$ cat src/rtl/pc_unit.sv
// Program-counter unit: registered PC with next-PC selection between sequential, branch,
// jump, call and return, backed by a small circular return-address stack.
module pc_unit #(
  parameter int unsigned PC_W      = 8,
  parameter int unsigned INC       = 1,
  parameter int unsigned OFF_W     = 8,
  parameter int unsigned RESET_PC  = 0,
  parameter int unsigned RAS_DEPTH = 4
) (
  input  logic              clk,
  input  logic              rst,
  input  logic              stall_i,
  input  logic              br_taken_i,
  input  logic [OFF_W-1:0]  br_off_i,
  input  logic              jmp_i,
  input  logic              call_i,
  input  logic              ret_i,
  input  logic [PC_W-1:0]   jmp_tgt_i,
  output logic [PC_W-1:0]   pc_o,
  output logic [PC_W-1:0]   pc_next_o,
  output logic              ras_empty_o,
  output logic              ras_full_o,
  output logic              ras_err_o
);

  localparam int unsigned PTR_W = $clog2(RAS_DEPTH);
  localparam int unsigned CNT_W = $clog2(RAS_DEPTH + 1);

  localparam logic [PC_W-1:0]  INC_V    = PC_W'(INC);
  localparam logic [PC_W-1:0]  RST_V    = PC_W'(RESET_PC);
  localparam logic [CNT_W-1:0] CNT_MAX  = CNT_W'(RAS_DEPTH);
  localparam logic [PTR_W-1:0] PTR_LAST = PTR_W'(RAS_DEPTH - 1);

  logic [PC_W-1:0]  pc_q;
  logic [PC_W-1:0]  ras_q [RAS_DEPTH];
  logic [PTR_W-1:0] top_q, top_d, top_inc, top_dec;
  logic [CNT_W-1:0] cnt_q, cnt_d;
  logic             err_q, err_d;
  logic             push;
  logic [PC_W-1:0]  pc_inc;
  logic [PC_W-1:0]  off_ext;

  // Offset is sign-extended, or truncated when wider than the PC.
  if (OFF_W >= PC_W) begin : g_off_trunc
    assign off_ext = br_off_i[PC_W-1:0];
  end else begin : g_off_sext
    assign off_ext = {{(PC_W - OFF_W){br_off_i[OFF_W-1]}}, br_off_i};
  end

  assign pc_inc = pc_q + INC_V;

  always_comb begin
    top_inc = (top_q == PTR_LAST) ? '0 : top_q + PTR_W'(1);
    top_dec = (top_q == '0) ? PTR_LAST : top_q - PTR_W'(1);

    pc_next_o = pc_inc;
    top_d     = top_q;
    cnt_d     = cnt_q;
    err_d     = err_q;
    push      = 1'b0;

    if (rst) begin
      pc_next_o = RST_V;
      top_d     = '0;
      cnt_d     = '0;
      err_d     = 1'b0;
    end else if (stall_i) begin
      pc_next_o = pc_q;
    end else if (ret_i) begin
      if (cnt_q != '0) begin
        pc_next_o = ras_q[top_q];
        top_d     = top_dec;
        cnt_d     = cnt_q - CNT_W'(1);
      end else begin
        err_d = 1'b1;
      end
    end else if (call_i) begin
      pc_next_o = jmp_tgt_i;
      push      = 1'b1;
      top_d     = top_inc;
      // A full stack wraps onto its oldest entry; depth saturates.
      if (cnt_q == CNT_MAX) begin
        err_d = 1'b1;
      end else begin
        cnt_d = cnt_q + CNT_W'(1);
      end
    end else if (jmp_i) begin
      pc_next_o = jmp_tgt_i;
    end else if (br_taken_i) begin
      pc_next_o = pc_q + off_ext;
    end
  end

  always_ff @(posedge clk) begin
    if (rst) begin
      pc_q  <= RST_V;
      top_q <= '0;
      cnt_q <= '0;
      err_q <= 1'b0;
    end else begin
      pc_q  <= pc_next_o;
      top_q <= top_d;
      cnt_q <= cnt_d;
      err_q <= err_d;
    end
  end

  // Stack entries carry no reset; only pointer and count are cleared.
  always_ff @(posedge clk) begin
    if (push) begin
      ras_q[top_inc] <= pc_inc;
    end
  end

  assign pc_o        = pc_q;
  assign ras_empty_o = (cnt_q == '0);
  assign ras_full_o  = (cnt_q == CNT_MAX);
  assign ras_err_o   = err_q;

endmodule

$ cat config.mk
export PLATFORM = sky130hd
export DESIGN_NAME = pc_unit
export DESIGN_NICKNAME = d
export VERILOG_FILES = /design/src/rtl/pc_unit.sv
export SDC_FILE = /design/constraint.sdc
export NUM_CORES = 1
export LEC_CHECK = 0
export CORE_UTILIZATION = 49
export DETAILED_ROUTE_END_ITERATION = 7
export PLACE_DENSITY_LB_ADDON = 0.2
export SLEW_MARGIN = 20
export SYNTH_ARGS = -nofsm -noshare
export SYNTH_HDL_FRONTEND = slang
export SYNTH_SLANG_ARGS = --single-unit
$ cat constraint.sdc
create_clock -name clk -period 2.65 [get_ports clk]
set_input_delay 0.3975 -clock clk [delete_from_list [all_inputs] [get_ports clk]]
set_output_delay 0.3975 -clock clk [all_outputs]
set_load 0.005 [all_outputs]
==> flow_metrics.env, run 1 <==
export IMPL_synth_top_cells_by_area="edfxtp_1 (35%), dfxtp_1 (12%), mux4_2 (6.6%)"
export IMPL_period_needed_ps=3110
export IMPL_holdBufCountCts=0
export IMPL_vias=2451
export IMPL_placement_setup_worst_slack_ps=-1100
export IMPL_grt_busiest_layer="met2"
export IMPL_nFillCells=330
export IMPL_grt_use_total_pct=28.2
export IMPL_crit_path_max_incr_delay_ps=490
export IMPL_total_power_uw=2300
export IMPL_critical_path_arrival_ps=2720
export IMPL_pin_count_of_the_biggest_net_entering_global_routing=17
export IMPL_tightestPinTransition_ps=543
export IMPL_deepest_level_of_the_cts_h_tree=2
export IMPL_crit_path_top_delay_cell="or4b_1"
export IMPL_hold_viol_final=0
export IMPL_finalWorstSetupSlack_ps=-464
export IMPL_gp_congestion=0.886
export IMPL_whs_ps=505
export IMPL_critPathKind="flip-flop to primary output"
export IMPL_cell_area_after_synthesis_sq_um=2720
export IMPL_multi_input_area_sq_um=1550
export IMPL_worstHoldPathType="flip-flop to flip-flop"
export IMPL_status="complete, but fails checks"
export IMPL_p_leak_uw=0.00157
export IMPL_tritoncts="yes"
export IMPL_postSynth_asyncResetShare_pct=0
export IMPL_detail_route_wl_per_cell_um=19.8
export IMPL_layout_area_overhead_vs_synth_pct=46.9
export IMPL_fp_row_count=26
export IMPL_netlist_cell_type_count=50
export IMPL_numCtsBuffers=5
export IMPL_drt_vias_per_instance=5.91
export IMPL_post_detailed_route_drc_marker_count=0
export IMPL_layout_nets=381
export IMPL_routed_wl_mm=8.23
export IMPL_synth_most_common_cell="edfxtp_1"
export IMPL_n_antenna_cell=0
export IMPL_antenna_violating_nets_post_route=0
export IMPL_synth_area_per_cell_sq_um=11.1
export IMPL_failed_checks="negative setup slack"
export IMPL_i_o_buffers=41
export IMPL_max_freq_mhz=321
export IMPL_drv_max_cap_violation_count=0
export IMPL_post_place_cells=388
export IMPL_cts_max_path_buffers=2
export IMPL_mappedNetlistNets=281
export IMPL_worst_slew_margin_rel_pct=63.7
export IMPL_timing_critical_path_fanout_max=3
export IMPL_dieHeight_um=76.5
export IMPL_yosys_area_top_type="edfxtp_1"
export IMPL_worstSetupEndpointType="primary output"
export IMPL_clock_sinks=48
export IMPL_power_ir_vdd_worst_v=0.000421
export IMPL_synth_ff_latch_count=48
export IMPL_cts_root_buffer="clkbuf_8"
export IMPL_synth_edf_count=32
export IMPL_power_density_nw_per_um2=576
export IMPL_grt_antenna_before_repair=0
export IMPL_postLayoutCellArea_sq_um=3990
export IMPL_synth_commonest_cells="edfxtp_1 (32), nand2_1 (20), nor2_1 (17)"
export IMPL_setup_repair_after_global_routing_missed_its_margin="true"
export IMPL_grtUsageMet3_pct=5.27
export IMPL_design_portCount=42
export IMPL_final_max_slew_violation_count=0
export IMPL_dieArea_sq_um=5850
export IMPL_synthesis_instances=244
export IMPL_cts_clk_slew_worst_paths_ps=100
export IMPL_gr_usage_met1_pct=32.5
export IMPL_final_cell_count_no_fill=415
export IMPL_yosys_warnings=0
export IMPL_critical_path_cell_by_cell="ha_4 > fa_2 > a21oi_4 > or4b_1 > o31a_1 > mux2_4 > a311o_1 > a221oi_2 > buf_2"
export IMPL_detailedRoute_firstPassIterationCount=4
export IMPL_global_route_overflow_total=0
export IMPL_setup_violations_final=7
export IMPL_drive_above_1_share_pct=38.3
export IMPL_post_dp_cell_area_sq_um=3500
export IMPL_grt_pass1_vias=2515
export IMPL_min_period_over_period_pct=117
export IMPL_horiz_die_dim_um=76.5
export IMPL_initial_core_util_pct=51.9
export IMPL_clock_latency_ps=320
export IMPL_synth_top_area_share_pct=35.3
export IMPL_synth_seq_area_share_pct=47.1
export IMPL_startpoint_type="flip-flop"
export IMPL_area_sequential_sq_um=1290
export IMPL_dpl_hpwl_mm=5.13
export IMPL_postSynth_topFlopCell="edfxtp_1"
export IMPL_finClkSkew_ps=16.9
export IMPL_worst_endpoint_required_time_ps=2250
export IMPL_met2_usage_pct=52.3
export IMPL_grt_pass1_wl_mm=12.5
export IMPL_core_region_area_sq_um=5240
export IMPL_dr_first_iter_drc_count=181
[critical path, delay by kind of cell (launching register included)]
family | cells | cell delay (ps)
multiplexers | 1 | 250
buffers and inverters | 1 | 150
AO/OA/AOI/OAI | 4 | 780
flip-flops | 1 | 370
adder cells (fa/ha/maj) | 2 | 360
AND/OR/NAND/NOR | 1 | 490
[state kept, by name (all words and copies together) (netlist names), named ones only]
signal	cells
top_q	2
cnt_q	3
ras_err_o	1
pc_o	8
ras_q	32
[logic make-up after synthesis]
kind of cell               Yosys count  synth area share (%)
AOI/OAI and AO/OA                   61                  15.1
xor gates and xnor gates            17                  5.48
adders and majority gates           14                  6.99
buffers and inverters               25                  5.29
DFF                                 48                  47.1
muxes                               11                  7.92
and+or+nand+nor                     68                  12.1
[per-stage QoR]
| stage | util [%] | TNS (ps) |
|---|---|---|
| floorplan | - | 0 |
| global route | 76.3 | -1720 |
| global placement | 66.8 | -5290 |
| finish | 76.3 | -1210 |
| CTS | 74.8 | -1220 |
| detailed placement | 66.8 | -5560 |
[final timing paths]
| kind | from | to | slack, ps | depth (start not counted) |
|---|---|---|---|---|
| setup reg to reg | pc_o[0] | pc_o[2] | 60 | 13 |
| hold / removal | ras_err_o | ras_err_o | 510 | 2 |
| hold reg to reg | ras_err_o | ras_err_o | 510 | 2 |
| setup / recovery | pc_o[0] | pc_next_o[6] | -460 | 9 |
[cells in the final DEF (no fill, tap or decap), drive strengths merged, types with 2 or more instances in the layout]
cell           instances
buf                   70
edfxtp                32
clkdlybuf4s50         28
nand2                 20
nor2                  17
a21oi                 17
dfxtp                 16
inv                   13
ha                    12
xnor2                 11
o21ai                  9
mux4                   8
nand3                  7
xor2                   6
and2                   5
clkbuf                 5
dlygate4sd2            5
and3                   5
o31ai                  5
a211oi                 4
a31oi                  4
nor3                   3
a31o                   3
a221oi                 3
a21o                   3
nand2b                 3
or2                    2
o21bai                 2
o21a                   2
a311oi                 2
mux2i                  2
bufinv                 2
or3                    2
fa                     2
clkdlybuf4s15          2
[timing repair]
action	in CTS	in global routing
resized for setup	60	20
pin swaps	26	20
endpoints found under the setup margin	8	9
setup buffers	18	7
endpoints found under the hold margin	0	0
[routing by layer]
layer,vias to the layer above,wire [um]
met5,-,0
met4,0,211
met3,24,512
met2,101,4330
met1,1225,3180
li1,1101,-
[area by class of cell]
cell class | instances | share of cell area, %
Clock buffer | 5 | 1.72
Clock inverter | 3 | 1.72
Inverter | 13 | 1.22
Multi-Input combinational cell | 171 | 38.9
Sequential cell | 48 | 32.3
Tap cell | 70 | 2.19
Timing Repair Buffer | 105 | 21.9
[report_power, final]
group / leakage (uW) / switching [uW] / internal [uW]
Clock: 0.0000687 / 279 / 380
Sequential: 0.000426 / 34.4 / 843
Combinational: 0.00107 / 365 / 397
No activity file was read; power rests on OpenSTA's default activity.
==> run 2, diff against run 1 <==
==> constraint.sdc (replaced) <==
create_clock -name clk -period 2.65 [get_ports clk]
set_input_delay 0.3975 -clock clk [delete_from_list [all_inputs] [get_ports clk]]
set_output_delay 0.3975 -clock clk [all_outputs]
set_load 0.02 [all_outputs]
==> flow_metrics.env, run 2 (same netlist as run 1, synthesis figures left out) <==
export IMPL_global_route_overflow_total=0
export IMPL_horiz_die_dim_um=76.5
export IMPL_grt_pass1_vias=2383
export IMPL_worstHoldPathType="flip-flop to flip-flop"
export IMPL_timing_critical_path_buf_inv=1
export IMPL_failed_checks="negative setup slack"
export IMPL_antenna_violating_nets_post_route=0
export IMPL_worst_endpoint_required_time_ps=2250
export IMPL_holdPathStages=2
export IMPL_crit_path_max_incr_delay_ps=410
export IMPL_critical_path_cell_by_cell="ha_4 > fa_2 > a21oi_4 > nor2_1 > o31a_1 > mux2_4 > a311o_1 > a221oi_4 > buf_6"
export IMPL_register_with_the_most_flip_flops="ras_q"
export IMPL_drt_vias_per_instance=5.63
export IMPL_hp_start="cnt_q[1]"
export IMPL_deepest_level_of_the_cts_h_tree=2
export IMPL_detail_route_wl_per_cell_um=17.7
export IMPL_layout_nets=377
export IMPL_post_place_cells=393
export IMPL_max_ffs_per_register=32
export IMPL_final_cell_mix="buf_4 (57), edfxtp_1 (32), clkdlybuf4s50_1 (26)"
export IMPL_path_depth=9
export IMPL_max_freq_mhz=319
export IMPL_startpoint="pc_o[0]"
export IMPL_grt_use_total_pct=25.5
export IMPL_cts_clk_slew_worst_paths_ps=100
export IMPL_initial_core_util_pct=51.9
export IMPL_dr_first_iter_drc_count=226
export IMPL_multi_input_area_sq_um=1520
export IMPL_tritoncts="yes"
export IMPL_dieArea_sq_um=5850
export IMPL_core_region_area_sq_um=5240
export IMPL_setup_repair_after_global_routing_missed_its_margin="true"
export IMPL_grt_pass1_wl_mm=11.6
export IMPL_cts_root_buffer="clkbuf_8"
export IMPL_finalWorstSetupSlack_ps=-485
export IMPL_drv_max_cap_violation_count=0
export IMPL_pin_count_of_the_biggest_net_entering_global_routing=17
export IMPL_numCtsBuffers=5
export IMPL_gp_congestion=0.891
export IMPL_period_needed_ps=3140
export IMPL_post_detailed_route_drc_marker_count=0
export IMPL_n_antenna_cell=0
export IMPL_power_density_nw_per_um2=569
export IMPL_critical_path_arrival_ps=2740
export IMPL_finish_utilization_pct=75.4
export IMPL_fp_row_count=26
export IMPL_grt_antenna_before_repair=0
export IMPL_area_sequential_sq_um=1290
export IMPL_routed_wl_mm=7.29
export IMPL_dieHeight_um=76.5
export IMPL_timing_critical_path_fanout_max=3
export IMPL_startpoint_type="flip-flop"
export IMPL_status="complete, but fails checks"
export IMPL_worst_r2r_startpoint="pc_o[0]"
export IMPL_clock_latency_ps=300
export IMPL_hold_viol_final=0
export IMPL_final_cell_count_no_fill=411
export IMPL_i_o_buffers=41
export IMPL_power_ir_vdd_worst_v=0.000575
export IMPL_p_leak_uw=0.00156
export IMPL_layout_cells_most_common="buf_4"
export IMPL_drive_above_1_share_pct=36.7
export IMPL_dpl_hpwl_mm=5.20
export IMPL_worstSetupEndpointType="primary output"
export IMPL_detailedRoute_firstPassIterationCount=4
export IMPL_layout_area_overhead_vs_synth_pct=45.2
export IMPL_critical_path_top_delay_family="compound AO/OA/AOI/OAI gates"
export IMPL_vias=2313
export IMPL_crit_path_top_delay_cell="fa_2"
export IMPL_worst_r2r_path_depth=8
export IMPL_design_portCount=42
export IMPL_setup_violations_final=5
export IMPL_min_period_over_period_pct=118
export IMPL_cts_max_path_buffers=2
export IMPL_critPathKind="flip-flop to primary output"
export IMPL_clock_sinks=48
export IMPL_nFillCells=346
export IMPL_final_max_slew_violation_count=0
export IMPL_tightestPinTransition_ps=457
export IMPL_worst_slew_margin_rel_pct=69.4
export IMPL_finClkSkew_ps=8.64
run 2: cell count changes in the layout (fill, tap and decap cells not counted), sizes merged:
| cell | delta |
|---|---|
| dlymetal6s2s | +1 |
| buf | -3 |
| dlygate4sd2 | -1 |
| clkdlybuf4s50 | -2 |
| clkbuf | +1 |
run 2: stage by stage:
step | TNS [ps] | worst slack (ps) | total power (uW) | cell area (sq um) | hold WS (ps)
4_1_cts | -935 | -522 | 2200 | 3810 | 498
3_3_place_gp | -6110 | -1140 | 1530 | 3570 | 476
3_5_place_dp | -6530 | -1170 | 1550 | 3570 | 484
6_report | -1120 | -485 | 2250 | 3950 | 500
5_1_grt | -1580 | -551 | 2340 | 3950 | 542
2_1_floorplan | -88.4 | -88.4 | 1270 | 2800 | 457
run 2: area by class of cell:
cell class              instances  share of cell area [%]
flip-flops and latches         48                    32.7
clock buffers                   5                    1.74
inverters                      13                    1.24
repair buffers                101                    21.8
well taps                      70                    2.22
clock inverters                 3                    1.74
multi-input cells             171                    38.6
run 2: final timing paths:
check	slack [ps]	endpoint
worst max register to register	260	pc_o[6]
worst min register to register	500	cnt_q[1]
worst min-delay path	500	cnt_q[1]
worst max-delay path	-490	pc_next_o[6]
run 2: worst reg2reg max path, stage by stage (launching register included):
cell and delay [ps]:
dfxtp_4 370, ha_4 160, fa_2 410, a21oi_4 180
nor2_1 50, o31a_1 240, mux2_4 260, a311o_1 350
a221oi_1 270
run 2: power breakdown:
part	leakage [uW]	switching (uW)	internal (uW)
sequential	0.000426	31.6	843
clock	0.0000687	254	380
combinational	0.00106	370	369
total	0.00156	656	1590
run 2: metal layers:
layer  global-route usage [%]  up-vias  share of wire, %
met4                     6.35        0               1.6
li1                         -     1096                 -
met3                     4.19       12               6.0
met5                        0        -                 0
met1                     30.9     1123                41
met2                     46.6       82                52
run 2: timing repair:
item	4_1_cts	5_1_grt
resized for setup	66	18
pin swaps	18	19
setup endpoints to repair	8	8
buffers inserted	5	5
hold buffers	0	0
